## src/rtl/pc_counter.sv

```systemverilog
// Loadable up/down counter with wrap pulse and sticky overflow flag.
// Define PC_COUNTER_SAT_EN to saturate at the bounds instead of wrapping.
module pc_counter #(
    parameter int unsigned     WIDTH = 16,
    parameter logic [WIDTH-1:0] STEP  = 1,
    parameter logic [WIDTH-1:0] LIMIT = {WIDTH{1'b1}}
) (
    input  logic             clk,
    input  logic             reset,
    input  logic [WIDTH-1:0] in,
    input  logic             load,
    input  logic             inc,
    input  logic             dec,
    output logic [WIDTH-1:0] out,
    output logic             wrap,
    output logic             ovf
);

`ifdef PC_COUNTER_SAT_EN
    localparam logic [WIDTH-1:0] UP_VAL = LIMIT;
    localparam logic [WIDTH-1:0] DN_VAL = '0;
`else
    localparam logic [WIDTH-1:0] UP_VAL = '0;
    localparam logic [WIDTH-1:0] DN_VAL = LIMIT;
`endif

    logic [WIDTH:0]   sum;
    logic             up_ok;
    logic             dn_ok;
    logic             do_up;
    logic             do_dn;
    logic [WIDTH-1:0] out_nx;
    logic             wrap_nx;
    logic             ovf_nx;

    // One extra bit so the sum never aliases back below LIMIT.
    assign sum   = {1'b0, out} + {1'b0, STEP};
    assign up_ok = sum <= {1'b0, LIMIT};
    assign dn_ok = (out >= STEP) && (out <= LIMIT);
    assign do_up = inc & ~dec;
    assign do_dn = dec & ~inc;

    always_comb begin
        out_nx  = out;
        wrap_nx = 1'b0;
        ovf_nx  = ovf;
        priority case (1'b1)
            load: begin
                out_nx = in;
                ovf_nx = 1'b0;
            end
            do_up: begin
                if (up_ok) begin
                    out_nx = sum[WIDTH-1:0];
                end else begin
                    out_nx  = UP_VAL;
                    wrap_nx = 1'b1;
                    ovf_nx  = 1'b1;
                end
            end
            do_dn: begin
                if (dn_ok) begin
                    out_nx = out - STEP;
                end else begin
                    out_nx  = DN_VAL;
                    wrap_nx = 1'b1;
                    ovf_nx  = 1'b1;
                end
            end
            default: begin
                out_nx  = out;
                wrap_nx = 1'b0;
                ovf_nx  = ovf;
            end
        endcase
    end

    always_ff @(posedge clk) begin
        if (reset) begin
            out  <= '0;
            wrap <= 1'b0;
            ovf  <= 1'b0;
        end else begin
            out  <= out_nx;
            wrap <= wrap_nx;
            ovf  <= ovf_nx;
        end
    end

endmodule

```

## config.mk

```make
export PLATFORM = sky130hd
export DESIGN_NAME = pc_counter
export DESIGN_NICKNAME = d
export VERILOG_FILES = /design/src/rtl/pc_counter.sv
export SDC_FILE = /design/constraint.sdc
export NUM_CORES = 1
export LEC_CHECK = 0
export BUFFER_PORTS_ARGS = -buffer_cell sky130_fd_sc_hd__buf_2
export CAP_MARGIN = 10
export CORE_ASPECT_RATIO = 0.75
export CORE_MARGIN = 2
export CORE_UTILIZATION = 45
export DETAILED_ROUTE_END_ITERATION = 7
export PLACE_DENSITY = 0.68
export SLEW_MARGIN = 5
export SYNTH_ARGS = -nofsm -noshare
export SYNTH_HDL_FRONTEND = slang
export SYNTH_SLANG_ARGS = --single-unit
```

## constraint.sdc

```tcl
create_clock -name clk -period 2.95 [get_ports clk]
set_clock_uncertainty 0.15 [all_clocks]
set_input_delay 0.295 -clock clk [delete_from_list [all_inputs] [get_ports clk]]
set_output_delay 0.295 -clock clk [all_outputs]
set_load 0.01 [all_outputs]
```

After elaboration in Yosys (flattened, before gate mapping):

Cells that the tools add are included.

* bits in registers: 18
* latch bits: 0
* RAM bits: 0
* ROM bits: 0
* bits of input ports: 21
* output and inout bits: 18
* logic and storage cells: 32
* memories kept: 0

* add/sub/neg operators: 2
* multipliers: 0
* divide/modulo/power cells: 0
* magnitude comparators: 3
* equal/unequal tests: 2
* shifts and indexed selects: 0
* mux-type cells: 13
* bitwise gates (word level): 4
* reductions and logical operators: 5

Operators by type and width (count)
* 16-bit 2-to-1 mux: 5
* 16-bit by 1-bit adder with 17-bit output (second input constant): 1
* 17-bit by 16-bit less-or-equal comparator with 1-bit output (second input constant): 1
* 16-bit by 1-bit >= comparator with 1-bit output (second input constant): 1
* 16-bit less-or-equal comparator (second input constant): 1
* 16-bit by 1-bit subtractor with 16-bit output (second input constant): 1
* 1-bit 2-to-1 mux: 8
* 3-bit AND reduction: 1
* 3-bit nonzero test: 1
* 1-bit AND: 2
* 2-bit by 1-bit inequality test with 1-bit output (second input constant): 1
* 2-bit inequality test (second input constant): 1
* 1-bit inverter: 2
* 2-bit nonzero test: 1
* 2-bit OR reduction: 1
* 1-bit logical AND: 1

Depth between registers and ports, before layout:

Gate-level depths: netlist (run 1).

* depth after elaboration: 6
* mapped depth: 10
* gate-level depth less buffers: 8

Worst setup path before layout (run 1):

Ideal clock, no wire load.

* path type: reg2reg
* start point: reg out[0]
* end point: reg out[1]
* setup time: 0.126 ns
* arrival: 2.219 ns
* required time: 2.674 ns
* setup slack: 0.456 ns
* stages on the path, launching flop included: 11
* buffers on the path: 2
* clock period less this slack: 2.494 ns
* path through: dfxtp_1 -> buf_2 -> inv_1 -> ha_1 -> nand4b_1 -> nor4_1 -> o211ai_1 -> o41a_1 -> buf_6 -> a31oi_1 -> a21oi_1

* cells in the longest elaborated chain, start to end: 6
* elaborated cells on any way between the ends: 11
* those cells by class: 2 x add/sub; 3 x order compare; 5 x mux; 1 x reduce/logical

Ends and longest elaborated chain
* from (decl): line 14 `output logic [WIDTH-1:0] out,`
* from (signal assigned): line 84 `out <= out_nx;`
* parallel branches: the longest is 4 deep, another holds 16-bit by 1-bit adder with 17-bit output
* 16-bit 2-to-1 mux (*) (2 in a row): line 47 `priority case (1'b1)`

Mark *: on every way between the ends. The select of a mux whose other input is x is not followed.
A chain may end at the register's enable or synchronous reset.

Final worst setup path (run 1):

* start point: reg out[2]
* end point: reg out[10]

Same word-level chain as after synthesis.

==> results of run 1 <==
-- cells in the mapped netlist, types with 3 or more instances --
cell type | instances | area [sq um]
buf_4 | 3 | 22.5
nor4_1 | 7 | 43.8
nand3_1 | 17 | 85.1
nand4_1 | 5 | 31.3
nor3_1 | 11 | 55.1
a211oi_1 | 4 | 30.0
nand2_1 | 14 | 52.6
nand3b_1 | 3 | 22.5
nor2_1 | 27 | 101
a21oi_1 | 15 | 75.1
nor4b_1 | 3 | 26.3
nand2b_1 | 3 | 18.8
xnor2_1 | 14 | 123
buf_2 | 6 | 30.0
clkbuf_1 | 10 | 37.5
inv_1 | 15 | 56.3
o221ai_1 | 10 | 87.6
dfxtp_1 | 18 | 360
o21a_1 | 4 | 30.0
a31oi_1 | 4 | 25.0
ha_1 | 6 | 75.1
xor2_1 | 5 | 43.8
a21boi_0 | 3 | 22.5
o211ai_1 | 4 | 30.0
o21ai_0 | 9 | 45.0
-- final timing paths --
| check | to | depth (start not counted) | slack [ns] | startpoint |
|---|---|---|---|---|
| setup / recovery | out[10] | 6 | 0.19 | out[2] |
| hold / removal | out[8] | 2 | 0.13 | in[8] |
| setup reg to reg | out[10] | 6 | 0.19 | out[2] |
| hold reg to reg | ovf | 2 | 0.35 | ovf |
-- area by class of cell --
| type | count | area share |
|---|---|---|
| clock buffer | 4 | 0.0251 |
| inverter | 15 | 0.0257 |
| multi-input combinational | 199 | 0.612 |
| sequential | 18 | 0.164 |
| tap | 55 | 0.0314 |
| timing repair buffer | 54 | 0.142 |
-- through the flow --
step           cells  utilization  power, W  instance area, sq um  setup slack (ns)
6_report         345        0.544  0.000839                  2190             0.191
3_5_place_dp     341        0.529  0.000618                  2130             0.240
4_1_cts          345        0.543  0.000835                  2190             0.240
2_1_floorplan    254            -  0.000521                  1870             0.456
5_1_grt          345        0.544  0.000885                  2190            0.0389
3_3_place_gp     341        0.529  0.000617                  2130             0.272
-- routing by layer --
layer,part of all wire,wire length [um],GRT usage,vias to the layer above
met5,0,0,0,-
met4,0.0047,29,0.0476,0
met3,0.088,541,0.0544,6
met2,0.42,2600,0.457,120
met1,0.48,2980,0.384,1004
li1,-,-,-,1005
-- flip-flops by register name, indices dropped and copies added (netlist names) --
signal / count
out: 16
ovf: 1
wrap: 1
-- worst register-to-register path, stage by stage (launching register included) --
cell and delay, ns:
dfxtp_1 0.54, nand4_1 0.36, nor3_1 0.28, xnor2_1 0.26
o41a_1 0.61, a311oi_1 0.17, a2111oi_0 0.28
-- logic make-up after synthesis --
| group | after synthesis | share of synthesized area |
|---|---|---|
| xor+xnor | 19 | 0.0891 |
| fa+ha+maj | 6 | 0.0402 |
| simple gates | 101 | 0.300 |
| mux | 1 | 0.00603 |
| compound gates | 72 | 0.279 |
| buf+inv | 37 | 0.0924 |
| flops | 18 | 0.193 |
-- power groups by stage --
stage	sequential, W	clock [W]	combinational (W)
floorplan	0.000298	0	0.000222
global placement	0.000302	0	0.000315
detailed placement	0.000303	0	0.000315
CTS	0.000298	0.000221	0.000316
global route	0.000302	0.000229	0.000353
finish	0.000299	0.000216	0.000323
==> results.yml, run 1 <==
global_routing:
  grt_max_degree: 16
  antenna_found_initial: 0
  grt_usage: 0.277
  overflow: 0
  grt_pass1_wl_mm: 10.1
  grt_pass1_vias: 1985
synthesis:
  syn_nets: 281
  ys.warnings.count: 0
  ys_seq_elements: 18
  synth_cell_types: 54
  yosysSeqAreaShare: 0.193
  avgSynthCellArea_sq_um: 7.35
  synth-edff-count: 0
  ys_async_sr_fraction: 0
  netlist_instances: 254
  ys.flop_type: "dfxtp_1"
  netlist_area_sq_mm: 0.00187
sta:
  worst_slew_pin_slew_ns: 0.608
  min_period_over_period: 0.935
  finalSetupViolCount: 0
  drv_slew: 0
  tns_ns: 0
  fmax_ghz: 0.362
  min_period_ns: 2.76
  rsz0062_at_grt: "false"
  hold_viol_final: 0
  holdWs_ns: 0.134
  maxSlewHeadroom: 0.595
power_and_ir_drop:
  p_leak_nw: 0.832
  p_int_w: 0.000517
  pwr-share-clk: 0.258
  vdd.ir_drop.worst_mv: 0.232
  comb_power_share: 0.386
  seqPwrFrac: 0.356
  power_density_mw_per_mm2: 383
  switchingPower_w: 0.000322
  p_sw_frac: 0.384
clocking:
  insertion_delay_ns: 0.27
  ctsResizeCount: 0
  clock-sinks: 18
  holdBufCountCts: 0
  cts_setup_buffers: 0
  clk_pin_slew_ns: 0.08
  cts_inserted_buffers: 3
  cts_tree: "done"
  cts_root_buf: "clkbuf_8"
  cts.path.max_buffers: 2
  cts_htree_levels: 1
final_layout:
  fin_nets: 318
  multi_input_area_sq_mm: 0.00134
  final_common_cell: "buf_2"
  insertedDiodeCount: 0
  fill_cells: 410
  final_cell_mix: "38 x buf_2, 27 x nor2_1, 18 x dfxtp_1, 17 x nand3_1, 16 x buf_4"
  area_growth_pct: 17.3
  regArea_sq_um: 360
  layout-drive-gt1-share: 0.241
drt:
  drc: 0
  drt-total-wl_mm: 6.15
  ant_nets: 0
  wl_per_cell_um: 17.8
  drt_iter0_markers: 269
  vias_per_cell: 6.19
  dr_total_vias: 2135
  dr.pass1.iters: 5
placed_design:
  place_congestion: 0.998
  dp_hpwl_mm: 4.47
  portBuffers: 38
floorplanning:
  die_h_um: 59.8
  io_pins: 39
  num_rows: 20
  core-area_sq_mm: 0.00403
  fp.dieArea_sq_mm: 0.00469
  die-width_um: 78.4
  initial_utilization: 0.464
setup_path:
  slowest_delay_ns: 0.61
  crit_chain: "nand4_1 > nor3_1 > xnor2_1 > o41a_1 > a311oi_1 > a2111oi_0"
  arrival_ns: 2.76
  crit_type: "flip-flop to flip-flop"
  path_delay_family: "compound AO/OA/AOI/OAI gates"
  path_max_fanout: 14
  critPathBufInv: 0
  cp.required_ns: 2.95
  crit_path_end_kind: "flip-flop"
  slowest_stage: "o41a_1"
  start_kind: "flip-flop"
min_path:
  hp-class: "input port to flip-flop"
run:
  cap_violations: 0
outcome:
  outcome: "finished, final reports clean"
Power figures use the tool's default switching activity.
==> run 2: changes to the inputs <==
- CORE_UTILIZATION: 45 -> 30
- GPL_TIMING_DRIVEN: default -> 1
- PLACE_DENSITY: 0.68 -> 0.49
==> run 2 against run 1 <==
- sequential share of layout area shrank 0.44 points
- sequential power is essentially flat
- global-route usage shrank 7.3 points
- core utilization shrank 16 points
- register-to-register slack gained 0.04 ns
- critical endpoint is now out[6]
- largest cell class unchanged
==> results.yml, run 2 (synthesis results as in run 1) <==
setup_path:
  endpoint: "out[6]"
  crit_type: "flip-flop to flip-flop"
  reg2reg_depth: 8
  reg2reg_from: "out[1]"
  arrival_ns: 2.73
  cp.required_ns: 2.96
  worstReg2RegEnd: "out[6]"
  crit_path_end_kind: "flip-flop"
  rrSetupSlack_ns: 0.23
  cp-startpoint: "out[1]"
  start_kind: "flip-flop"
  path_max_fanout: 8
outcome:
  outcome: "finished, final reports clean"
min_path:
  min_path_cells: 2
  hp-class: "input port to flip-flop"
power_and_ir_drop:
  power_density_mw_per_mm2: 374
  seqPwrFrac: 0.352
  vdd.ir_drop.worst_mv: 0.137
  switchingPower_w: 0.000322
  pwr-share-clk: 0.257
  p_sw_frac: 0.382
  p_leak_nw: 0.855
  comb_power_share: 0.391
  p_int_w: 0.000520
  p_total_w: 0.000842
clocking:
  ctsResizeCount: 0
  cts_htree_levels: 1
  cts_root_buf: "clkbuf_8"
  insertion_delay_ns: 0.26
  cts.path.max_buffers: 2
  clk_pin_slew_ns: 0.08
  clock-sinks: 18
  cts_tree: "done"
  holdBufCountCts: 0
  cts_setup_buffers: 0
  cts_inserted_buffers: 3
placed_design:
  dp_hpwl_mm: 5.04
  place_congestion: 0.935
  portBuffers: 38
drt:
  drc: 0
  drt_iter0_markers: 180
  vias_per_cell: 5.59
  wl_per_cell_um: 17.9
  dr.pass1.iters: 4
  dr_total_vias: 2084
  ant_nets: 0
  drt-total-wl_mm: 6.67
sta:
  min_period_over_period: 0.922
  tns_ns: 0
  drv_slew: 0
  rsz0062_at_grt: "false"
  worst_slew_pin_slew_ns: 0.530
  maxSlewHeadroom: 0.645
  holdWs_ns: 0.147
  hold_viol_final: 0
  min_period_ns: 2.72
  finalSetupViolCount: 0
  fmax_ghz: 0.368
final_layout:
  finish.utilization: 0.381
  layout-drive-gt1-share: 0.251
  multi_input_area_sq_mm: 0.00134
  largest_reg_flops: 16
  regArea_sq_um: 360
  area_growth_pct: 20.6
  fill_cells: 665
  fin_nets: 323
  regMostFlops: "out"
  final_cell_mix: "38 x buf_2, 27 x nor2_1, 21 x buf_4, 18 x dfxtp_1, 17 x nand3_1"
  insertedDiodeCount: 0
  final_common_cell: "buf_2"
  largestRegisters: "out: 16 flops, ovf: 1 flops, wrap: 1 flops"
floorplanning:
  die_h_um: 72.3
  io_pins: 39
  fp.dieArea_sq_mm: 0.00688
  initial_utilization: 0.316
  die-width_um: 95.1
  core-area_sq_mm: 0.00592
  num_rows: 24
global_routing:
  antenna_found_initial: 0
  overflow: 0
  grt_pass1_wl_mm: 10.8
  grt_usage: 0.204
  grt_pass1_vias: 1969
  grt_max_degree: 14
run:
  cap_violations: 0
run 2: final cells by class:
| cell class | count | share of cell area |
|---|---|---|
| multi-input combinational | 199 | 0.593 |
| clock buffer | 4 | 0.0244 |
| sequential | 18 | 0.160 |
| inverter | 15 | 0.0250 |
| tap | 78 | 0.0433 |
| timing repair buffer | 59 | 0.154 |
run 2: layer usage:
metal,track usage,routed length (um),vias up
met5,0,0,-
met4,0.0419,29,0
met3,0.0498,717,4
met2,0.290,2620,94
met1,0.309,3300,969
li1,-,-,1017
run 2: how the worst min path moves through the flow:
stage / slack (ns) / from / end
CTS: 0.15 / in[8] / out[8]
global route: 0.16 / in[8] / out[8]
floorplan: 0.22 / reset / out[6]
detailed placement: 0.34 / ovf / ovf
finish: 0.15 / in[8] / out[8]
global placement: 0.33 / ovf / ovf
run 2: through the flow:
| stage | setup slack (ns) | area (sq um) | std cells |
|---|---|---|---|
| global route | 0.0645 | 2250 | 373 |
| finish | 0.230 | 2250 | 373 |
| detailed placement | 0.290 | 2200 | 369 |
| floorplan | 0.456 | 1870 | 254 |
| CTS | 0.262 | 2250 | 373 |
| global placement | 0.357 | 2200 | 369 |
run 2: power by group through the flow:
stage	combinational, W	clock, W	sequential [W]
2_1_floorplan	0.000222	0	0.000298
3_3_place_gp	0.000327	0	0.000302
3_5_place_dp	0.000325	0	0.000301
4_1_cts	0.000327	0.000221	0.000296
5_1_grt	0.000367	0.000233	0.000300
6_report	0.000329	0.000216	0.000296
run 2: worst max-delay path, cell delays in order, from the launching register on:
cell,delay (ns)
dfxtp_1,0.46
ha_1,0.29
nand3_4,0.16
nor4_2,0.31
xnor2_1,0.16
o41a_1,0.62
buf_4,0.24
a31oi_1,0.17
nor2_1,0.05
